### src/rtl/mult_pkg.sv
// Shared types and constants for the SIMD multiply-accumulate pipeline.
// Holds the mode encoding, accumulator op codes and the per-beat tag.
package mult_pkg;

   localparam logic MODE_FULL = 1'b0;
   localparam logic MODE_HALF = 1'b1;

   typedef enum logic [1:0] {
      OP_LOAD,
      OP_ADD,
      OP_PASS
   } acc_op_t;

   typedef struct packed {
      logic half;
      logic acc_en;
      logic acc_clr;
   } beat_tag_t;

   function automatic int lw(input int acc_width);
      return acc_width / 2;
   endfunction

endpackage

### src/rtl/multiplier_simd_core.sv
// Valid-tagged product pipeline: full-width or two-lane SIMD product,
// sign-extended and lane-packed to ACC_WIDTH, delayed by PIPE registers.
module multiplier_simd_core
   import mult_pkg::*;
#(
   parameter int A_WIDTH   = 8,
   parameter int B_WIDTH   = 8,
   parameter int PIPE      = 2,
   parameter int ACC_WIDTH = 20
) (
   input  logic                 clk,
   input  logic                 reset,
   input  logic                 in_valid,
   input  logic [A_WIDTH-1:0]   A,
   input  logic [B_WIDTH-1:0]   B,
   input  logic                 A_sign,
   input  logic                 B_sign,
   input  logic                 HALF_0,
   input  logic                 acc_en,
   input  logic                 acc_clr,
   output logic                 prod_valid,
   output logic [ACC_WIDTH-1:0] prod,
   output beat_tag_t            prod_tag
);

   localparam int LW = lw(ACC_WIDTH);
   localparam int HA = A_WIDTH / 2;
   localparam int HB = B_WIDTH / 2;
   localparam int FP = A_WIDTH + B_WIDTH + 2;
   localparam int HP = HA + HB + 2;
   localparam int FW = (FP > ACC_WIDTH) ? FP : ACC_WIDTH;
   localparam int HW = (HP > LW) ? HP : LW;

   logic a_ext;
   logic b_ext;
   logic a_lo_ext;
   logic b_lo_ext;

   assign a_ext    = A_sign & A[A_WIDTH-1];
   assign b_ext    = B_sign & B[B_WIDTH-1];
   assign a_lo_ext = A_sign & A[HA-1];
   assign b_lo_ext = B_sign & B[HB-1];

   // Operands are pre-extended to the product width, so an unsigned
   // multiply yields the exact two's complement product bits.
   logic [FW-1:0] fa;
   logic [FW-1:0] fb;
   logic [FW-1:0] fp;
   logic [HW-1:0] la;
   logic [HW-1:0] lb;
   logic [HW-1:0] lp;
   logic [HW-1:0] ha;
   logic [HW-1:0] hb;
   logic [HW-1:0] hp;

   assign fa = {{(FW-A_WIDTH){a_ext}}, A};
   assign fb = {{(FW-B_WIDTH){b_ext}}, B};
   assign fp = fa * fb;

   assign la = {{(HW-HA){a_lo_ext}}, A[HA-1:0]};
   assign lb = {{(HW-HB){b_lo_ext}}, B[HB-1:0]};
   assign lp = la * lb;

   assign ha = {{(HW-HA){a_ext}}, A[A_WIDTH-1:HA]};
   assign hb = {{(HW-HB){b_ext}}, B[B_WIDTH-1:HB]};
   assign hp = ha * hb;

   logic [ACC_WIDTH-1:0] packed_prod;
   beat_tag_t            tag_in;

   assign packed_prod = (HALF_0 == MODE_HALF)
                      ? {hp[LW-1:0], lp[LW-1:0]}
                      : fp[ACC_WIDTH-1:0];

   assign tag_in.half    = HALF_0;
   assign tag_in.acc_en  = acc_en;
   assign tag_in.acc_clr = acc_clr;

   logic                 v [PIPE];
   logic [ACC_WIDTH-1:0] p [PIPE];
   beat_tag_t            t [PIPE];

   always_ff @(posedge clk) begin
      if (reset) begin
         for (int i = 0; i < PIPE; i++) begin
            v[i] <= 1'b0;
         end
      end else begin
         v[0] <= in_valid;
         for (int i = 1; i < PIPE; i++) begin
            v[i] <= v[i-1];
         end
      end
   end

   always_ff @(posedge clk) begin
      if (in_valid) begin
         p[0] <= packed_prod;
         t[0] <= tag_in;
      end
      for (int i = 1; i < PIPE; i++) begin
         p[i] <= p[i-1];
         t[i] <= t[i-1];
      end
   end

   assign prod_valid = v[PIPE-1];
   assign prod       = p[PIPE-1];
   assign prod_tag   = t[PIPE-1];

endmodule

### src/rtl/multiplier_simd_mac_pipe.sv
// Pipelined signed/unsigned multiplier with a lane-splittable accumulator.
// HALF_0 selects two independent half-width lanes with no carry between.
module multiplier_simd_mac_pipe
   import mult_pkg::*;
#(
   parameter int A_WIDTH = 8,
   parameter int B_WIDTH = 8,
   parameter int PIPE    = 2,
   parameter int GUARD   = 4
) (
   input  logic                                 clk,
   input  logic                                 reset,
   input  logic                                 in_valid,
   input  logic [A_WIDTH-1:0]                   A,
   input  logic [B_WIDTH-1:0]                   B,
   input  logic                                 A_sign,
   input  logic                                 B_sign,
   input  logic                                 HALF_0,
   input  logic                                 acc_en,
   input  logic                                 acc_clr,
   output logic                                 out_valid,
   output logic [A_WIDTH+B_WIDTH+GUARD-1:0]     C
);

   localparam int ACC_WIDTH = A_WIDTH + B_WIDTH + GUARD;
   localparam int LW        = lw(ACC_WIDTH);

   if ((A_WIDTH % 2 != 0) || (A_WIDTH < 4) ||
       (B_WIDTH % 2 != 0) || (B_WIDTH < 4) ||
       (GUARD % 2 != 0) || (GUARD < 0) || (PIPE < 1)) begin : g_bad_param
      $error("multiplier_simd_mac_pipe: illegal parameter set");
   end

   logic                 prod_valid;
   logic [ACC_WIDTH-1:0] prod;
   beat_tag_t            tag;

   multiplier_simd_core #(
      .A_WIDTH   (A_WIDTH),
      .B_WIDTH   (B_WIDTH),
      .PIPE      (PIPE),
      .ACC_WIDTH (ACC_WIDTH)
   ) u_core (
      .clk        (clk),
      .reset      (reset),
      .in_valid   (in_valid),
      .A          (A),
      .B          (B),
      .A_sign     (A_sign),
      .B_sign     (B_sign),
      .HALF_0     (HALF_0),
      .acc_en     (acc_en),
      .acc_clr    (acc_clr),
      .prod_valid (prod_valid),
      .prod       (prod),
      .prod_tag   (tag)
   );

   logic                 last_mode;
   logic [ACC_WIDTH-1:0] acc;
   acc_op_t              op;

   // Priority matters here: clear beats add, and a mode change restarts.
   always_comb begin
      op = OP_PASS;
      if (tag.acc_clr) begin
         op = OP_LOAD;
      end else if (tag.acc_en && (tag.half != last_mode)) begin
         op = OP_LOAD;
      end else if (tag.acc_en) begin
         op = OP_ADD;
      end
   end

   logic [ACC_WIDTH-1:0] sum_full;
   logic [ACC_WIDTH-1:0] sum_half;
   logic [ACC_WIDTH-1:0] acc_next;

   assign sum_full = acc + prod;
   assign sum_half = {acc[ACC_WIDTH-1:LW] + prod[ACC_WIDTH-1:LW],
                      acc[LW-1:0] + prod[LW-1:0]};

   always_comb begin
      acc_next = prod;
      if (op == OP_ADD) begin
         acc_next = (tag.half == MODE_HALF) ? sum_half : sum_full;
      end
   end

   always_ff @(posedge clk) begin
      if (reset) begin
         acc       <= '0;
         out_valid <= 1'b0;
         last_mode <= MODE_FULL;
      end else begin
         out_valid <= prod_valid;
         if (prod_valid) begin
            acc       <= acc_next;
            last_mode <= tag.half;
         end
      end
   end

   assign C = acc;

endmodule

### config.mk
export PLATFORM = sky130hd
export DESIGN_NAME = multiplier_simd_mac_pipe
export DESIGN_NICKNAME = d
export VERILOG_FILES = /design/src/rtl/mult_pkg.sv /design/src/rtl/multiplier_simd_core.sv /design/src/rtl/multiplier_simd_mac_pipe.sv
export SDC_FILE = /design/constraint.sdc
export NUM_CORES = 1
export LEC_CHECK = 0
export ABC_CLOCK_PERIOD_IN_PS = 5900
export BUFFER_PORTS_ARGS = -buffer_cell sky130_fd_sc_hd__buf_2
export CAP_MARGIN = 20
export CORE_ASPECT_RATIO = 0.8
export CORE_UTILIZATION = 58
export CTS_BUF_LIST = sky130_fd_sc_hd__clkbuf_2 sky130_fd_sc_hd__clkbuf_4 sky130_fd_sc_hd__clkbuf_8
export DETAILED_ROUTE_END_ITERATION = 8
export GPL_ROUTABILITY_DRIVEN = 0
export PLACE_DENSITY_LB_ADDON = 0.05
export SYNTH_ARGS = -nofsm -noshare
export SYNTH_HDL_FRONTEND = slang
export SYNTH_HIERARCHICAL = 1
export SYNTH_SLANG_ARGS = --single-unit
### constraint.sdc
create_clock -name clk -period 5.9 [get_ports clk]
set_input_delay 1.18 -clock clk [delete_from_list [all_inputs] [get_ports clk]]
set_output_delay 1.18 -clock clk [all_outputs]
set_load 0.02 [all_outputs]
# After elaboration in Yosys (flattened, before gate mapping)
# Memory sizes are Yosys's and may differ from the RTL's.
# Cells that the tools add are included.
# op_classes
muxes	13
magnitude_cmp	0
n_bitwise	6
shift	0
add_sub_neg	3
n_eq_ne	2
n_div	0
reduce_logical	1
n_mul	3
# ops
operator	count
two-way mux 20 bit	3
adder 10 bit	2
adder 20 bit	1
multiplier 5 x 5 -> 10 bit	2
multiplier 9 x 9 -> 18 bit	1
two-way mux 1 bit	7
two-way mux 2 bit	3
AND 1 bit	4
equality test 2 x 1 -> 1 bit (second input constant)	1
bitwise OR 1 bit	2
logical AND 1 bit	1
!= test 1 bit	1
# totals
inputBits	24
mem_count	3
latchBits	0
mem_bits_ro	0
ram_bits	48
register_bits	22
out_inout_bits	21
wordCells	34
# mem_list
memory	depth	word_bits	read_ports	rd_clocked_by_memory_dff	wr	line	rtl
u_core.p	2	20	2	0	2	multiplier_simd_core.sv:80	logic [ACC_WIDTH-1:0] p [PIPE];
u_core.t	2	3	2	0	2	multiplier_simd_core.sv:81	beat_tag_t t [PIPE];
u_core.v	2	1	2	0	2	multiplier_simd_core.sv:79	logic v [PIPE];

# Longest topological paths before layout
# Gate-level depths: netlist of the first run.
# logic_depth
word_depth	6
depth_mapped	20
mapped_depth_nobuf	19

# Modules after synthesis
# Netlist of the first run, hierarchy kept.
# by_module_without_submodules
mod	seq_area_each_um2	area_per_inst_um2	n_inst	cells_each
multiplier_simd_core	1191.1	6145.9	1	609
multiplier_simd_mac_pipe	440.4	1965.6	1	256

# Worst setup path after synthesis of the first run
# No wires, ideal clock.
# synth_timing
kind	in2reg
start	in B[7]
end	mem u_core.p[0][14], data pin
n_path_buf	1
arrival_ns	5.843
required_ns	5.629
setup_slack_ns	-0.214
path_stages	17
setup_time_ns	0.271
path_cell_list	clkbuf_1 > nand2_1 > or2_2 > fa_1 > fa_1 > inv_1 > fa_1 > fa_1 > inv_1 > fa_1 > inv_1 > ha_1 > a2111oi_0 > o21ai_1 > a41oi_1 > xor2_1 > mux2i_1
# synth_rtl
element	line	rtl
start, declared	multiplier_simd_mac_pipe.sv:15	input logic [B_WIDTH-1:0] B,
end, declared	multiplier_simd_core.sv:80	

==> results.md, run 1 <==
- CP max FO: 4
- Status: finished clean
- Worst Tran Pin Value: 870 ps
- Tcrit/Tclk final: 0.953
- Non-Filler Instances: 1087
- Worst flop-to-flop path startpoint: C[0]
- Vias in the first global route: about 6100
- Post-detail-place hpwl: 13700 um
- Syn_nets: 1076
- Inserted Clock Buffers: 9
- Row cnt: 38
- Final core utilization: 0.642
- Fin. max-slew vios: 0
- Top cell type by total area after synthesis: fa_1
- NumNets Final: 1113
- Clock-pin slew of the registers on the worst-case setup and hold paths: 70 ps
- P&R area growth vs syn: 7.60%
- Multi-input logic area: 5630 um^2
- Crit end category: register
- Dominant cell by count in the synthesized netlist: inv_1
- GRT overflow: 0
- Critical path arrival: between 5000 and 6000 ps
- #FFs+latches synth: 70
- Chip width: 134 um
- Initial Utilization: 0.597
- Worst VDD drop: between 200 and 250 uV
- IO Port Bufs: 44
- Overall power: 3.11 mW
- Post-placement cell count: around 1100
- Pwr dens: 357 nW/um^2
- Pleak: 4.37 nW
- Hold Buf Count CTS: 0
- RSZ-0062 raised after global routing: no
- Ys flop type: dfxtp_1
- PostCTS Resize Cnt: 0
- Met1 Track Usage GR: 0.329
- Yosys top cell area share: 0.254
- Drt pass-1 iters: 5
- Layout Cell Area excl Fill: approximately 8700 um^2
- Reg2reg end: C[8]
- Die footprint: roughly 14000 um^2
- End of the worst hold path: u_core/t[0][4]
- CTS Buffer Depth: 2
- EDFF count, synth: 23
- H-tree depth: 3
- Synth cell count leaders: inv_1 (154), fa_1 (103), ha_1 (84)
- Ys Warns: 6
- DRT Wirelength: 16500 um
- Hold path start: u_core/t[0][1]
- Reg2Reg Depth: 9
- Ports: 45
- Postcts setup bufs: 0
- # fillers: 1163
- Final hold violation count: 0
- Worst Skew: 7.70 ps
- GR peak layer: met2
- Detailed Route Iter0 Violations: between 200 and 300
- Max-Slew Margin vs Limit: 0.418
- M2 GR Usage: 0.416
- Top cells by area, synth: fa_1 (25%), ha_1 (13%), dfxtp_1 (12%), edfxtp_1 (8.5%), inv_1 (7.1%)
- Wirelength per Cell: 15.2 um
- Ys async rst share: 0
- Crit start category: input pin
- DR vias: 5878
- Core ar.: 13600 um^2
- Die Ht: 108 um
- WHS Path Cells: 0
- Worst Hold Class: reg2reg
- Max cap viols: 0
- Placed cell area: 8530 um^2
- F_max: 0.178 GHz
- Seq. cell area: 1630 um^2
- Syn Std Cell Area: 8110 um^2
- Root Driver: clkbuf_8
- CTS tree: built
- Crit Path Category: in2reg
- Syn Area/Cell: 9.38 um^2
- First-pass GRT wire length: roughly 28000 um
- Minimum clock period: 5630 ps
- # clock sinks: 70
- Sequential area share after synthesis: 0.201
- Largest net degree at the start of global routing: 29
- Share of cells above drive strength 1: 0.130
- Worst-skew pair later-pin latency: 350 ps
- Antenna Nets Post-Route: 0
- Antenna diode instance count: 0
- Initial antenna violation count: 0
- R2R Setup Slk: 3400 ps
- Met3 Track Usage GR: 0.0348
- Netlist cell types: 61
- Post-synthesis cell count: 865
- Setup Viol. Count Final: 0
- DRC Markers: 0
- Vias per cell: 5.41
- All-Layer GR Usage: 0.246
- CP Data Required Time: 5980 ps
- Post-route setup TNS: 0 ps
-- area by class of cell --
class	instances	area share
multi-input cells	591	0.645
flip-flops and latches	70	0.187
inverters	154	0.0662
repair buffers	76	0.0528
well taps	180	0.0258
clock buffers	10	0.0151
clock inverters	6	0.00788
-- report_power, final --
part / total (mW) / internal [mW] / switching [mW]
Clock: 0.383 / 0.203 / 0.180
Sequential: 0.738 / 0.669 / 0.0689
Combinational: 1.99 / 0.898 / 1.09
Total: 3.11 / 1.77 / 1.34
-- per-stage QoR --
stage	hold slack (ps)	setup slack, ps
2_1_floorplan	323	13.0
3_3_place_gp	324	49.2
3_5_place_dp	328	-81.5
4_1_cts	345	308
5_1_grt	352	86.9
6_report	343	275
-- sequential cells by signal, summed over array words and instances, names as in the netlist --
name / flops
C: 20
last_mode: 1
out_valid: 1
u_core/p: 40
u_core/t: 6
u_core/v: 2
-- kinds of logic (layout without fill, tap and decap cells) --
logic type | Yosys count | count (layout) | synth area share
AOI/OAI and AO/OA | 136 | 136 | 0.113
xor gates and xnor gates | 51 | 51 | 0.0560
and+or+nand+nor | 203 | 203 | 0.123
DFF | 70 | 70 | 0.201
buffers and inverters | 204 | 246 | 0.105
adders and majority gates | 187 | 187 | 0.384
muxes | 14 | 14 | 0.0182
-- worst max-delay path: stages --
cell and delay (ps):
buf_2 120, nand2_4 70, or2_2 300, fa_1 510, fa_1 550, inv_1 50
fa_1 500, fa_1 540, inv_1 50, fa_1 500, inv_1 40, ha_1 200
a2111oi_0 380, o21ai_1 200, a41oi_1 280, xor2_1 160, mux2i_1 80
-- cell usage in the layout (no fill, tap or decap), types with 9 or more instances in the layout --
master,n
a211oi_1,10
and2_1,35
buf_4,32
nand3_1,13
ha_1,84
buf_2,44
o21ai_0,20
o21ai_1,10
a21oi_1,33
fa_1,103
nor2_1,40
a21o_1,15
clkbuf_8,9
xor2_1,14
nand2_1,71
edfxtp_1,23
dfxtp_1,47
xnor2_1,36
inv_1,154
-- worst max-delay path by stage --
stage,start,end,slack (ps),depth (start not counted)
after global routing,B[7],u_core/p[0][14],90,17
after global placement,B[7],u_core/p[0][14],50,17
after CTS,B[7],u_core/p[0][19],310,19
final,B[7],u_core/p[0][14],270,17
after floorplan,B[7],u_core/p[0][14],10,17
after detailed placement,B_sign,u_core/p[0][14],-80,17
-- routing by layer --
metal / vias to the layer above / wire length [um]
met1: 2843 / 7700
li1: 2861 / -
met2: 153 / 7780
met4: 0 / 214
met3: 21 / 785
met5: - / 0
Power figures use the tool's default switching activity.
==> run 2, diff against run 1 <==
REMOVE_ABC_BUFFERS = 1   (was unset)
==> results.md, run 2 (synthesized netlist as in run 1, its figures left out) <==
- Status: finished clean
- Antenna diode instance count: 0 (unchanged)
- Initial antenna violation count: 0 (unchanged)
- All-Layer GR Usage: 0.242 (-0.00356)
- Worst Skew: 11.2 ps (+3.50 ps)
- Post-detail-place hpwl: 13700 um (-0.37%)
- Worst Tran Pin Value: 850 ps (-20.2 ps)
- IO Port Bufs: 44 (unchanged)
- Post-placement cell count: 1074 (+0.28%)
- Row cnt: 38 (unchanged)
- Multi-input logic area: 5630 um^2 (about the same)
- RSZ-0062 raised after global routing: no
- # clock sinks: 70 (unchanged)
- Setup Viol. Count Final: 0 (unchanged)
- Pwr dens: 357 nW/um^2 (about the same)
- Wirelength per Cell: 15.1 um (-0.68%)
- PostCTS Resize Cnt: 0 (unchanged)
- Inserted Clock Buffers: 9 (unchanged)
- F_max: 0.177 GHz (-0.56%)
- Initial Utilization: 0.597 (unchanged)
- Worst Hold Class: reg2reg
- H-tree depth: 3 (unchanged)
- Final hold violation count: 0 (unchanged)
- Crit start category: input pin
- Commonest non-fill, non-tap cell in the layout: inv_1
- Die Ht: 108 um (unchanged)
- DRC Markers: 0 (unchanged)
- Most frequent cells in the layout: inv_1 (154), fa_1 (103), ha_1 (84), nand2_1 (72), dfxtp_1 (47)
- Critical path arrival: 5740 ps (+30 ps)
- Postcts setup bufs: 0 (unchanged)
- DRT Wirelength: 16400 um (-0.41%)
- Pleak: 4.38 nW (+0.35%)
- Seq. cell area: 1630 um^2 (unchanged)
- Max-Slew Margin vs Limit: 0.433 (+0.0152)
- Minimum clock period: 5660 ps (+31.6 ps)
- Chip width: 134 um (unchanged)
- Placed cell area: 8540 um^2 (+0.18%)
- Layout Cell Area excl Fill: 8760 um^2 (+0.32%)
- Max reg flops: 40 (unchanged)
- GRT overflow: 0 (unchanged)
- Antenna Nets Post-Route: 0 (unchanged)
- P&R area growth vs syn: 7.94%
- Core ar.: 13600 um^2 (unchanged)
- Ports: 45 (unchanged)
- Max cap viols: 0 (unchanged)
- Clock-pin slew of the registers on the worst-case setup and hold paths: 80 ps (about the same)
- # fillers: 1141 (-1.9%)
- Crit Path Category: in2reg
- First-pass GRT wire length: 27800 um (-0.57%)
- Root Driver: clkbuf_8
- Fin. max-slew vios: 0 (unchanged)
- Overall power: 3.12 mW (+0.40%)
- Crit end category: register
- Die footprint: 14500 um^2 (unchanged)
- Largest net degree at the start of global routing: 30 (+3.4%)
- CP Data Required Time: 5980 ps (about the same)
- Tcrit/Tclk final: 0.959 (+0.00535)
- Worst-skew pair later-pin latency: 360 ps (about the same)
- CTS tree: built
- CP max FO: 4 (unchanged)
- CTS Buffer Depth: 2 (unchanged)
- NumNets Final: 1116 (+0.27%)
- Hold Buf Count CTS: 0 (unchanged)
- Vias per cell: 5.43 (+0.47%)
- Post-route setup TNS: 0 ps (unchanged)
- Hold slack: 335 ps (-7.75 ps)
- DR vias: 5922 (+0.75%)
- Drt pass-1 iters: 6 (+1)
- Detailed Route Iter0 Violations: 294 (+8.1%)
- Share of cells above drive strength 1: 0.132 (+0.00177)
- Worst VDD drop: 206 uV (-0.79%)
- Largest Register: u_core/p
- Non-Filler Instances: 1090 (+0.28%)
- Vias in the first global route: 5989 (-1.3%)
## run 2: area by class of cell
type                            count  area share
Multi-Input combinational cell    591       0.643
Sequential cell                    70       0.186
Inverter                          154      0.0660
Timing Repair Buffer               79      0.0552
Tap cell                          180      0.0257
Clock buffer                       10      0.0157
Clock inverter                      6     0.00786
## run 2: worst paths after layout
check	depth (start not counted)	startpoint	to	slack, ps
hold reg to reg	0	u_core/t[0][2]	u_core/t[0][5]	330
setup / recovery	19	B_sign	u_core/p[0][19]	240
setup reg to reg	9	C[0]	C[8]	3340
hold / removal	0	u_core/t[0][2]	u_core/t[0][5]	330
## run 2: layer usage
metal / vias to the layer above / global-route usage / wire length (um)
li1: 2864 / - / -
met1: 2881 / 0.333 / 7790
met2: 148 / 0.399 / 7660
met3: 29 / 0.0297 / 719
met4: 0 / 0.0778 / 246
met5: - / 0 / 0
## run 2: power by group
group	internal, mW	leakage [nW]	total (mW)	switching [mW]
Combinational	0.903	3.66	1.99	1.09
Sequential	0.669	0.615	0.736	0.0668
Clock	0.210	0.105	0.400	0.190
Total	1.78	4.38	3.12	1.34
## run 2: worst max-delay path, stage by stage
cell     delay (ps)
buf_2            90
nand2_1         100
or2_2           310
fa_1            510
fa_1            540
inv_1            50
fa_1            510
fa_1            540
inv_1            50
fa_1            490
inv_1            40
ha_1            210
buf_4           150
o21ai_1         160
a21oi_2          70
o22ai_2         250
o31ai_2         100
xnor2_1         240
mux2i_1         130
## run 2: per-stage QoR
stage                util  worst slack [ps]
floorplan               -              68.8
global placement    0.628              8.95
detailed placement  0.628              -173
CTS                 0.643               180
global route        0.644              59.3
finish              0.644               243
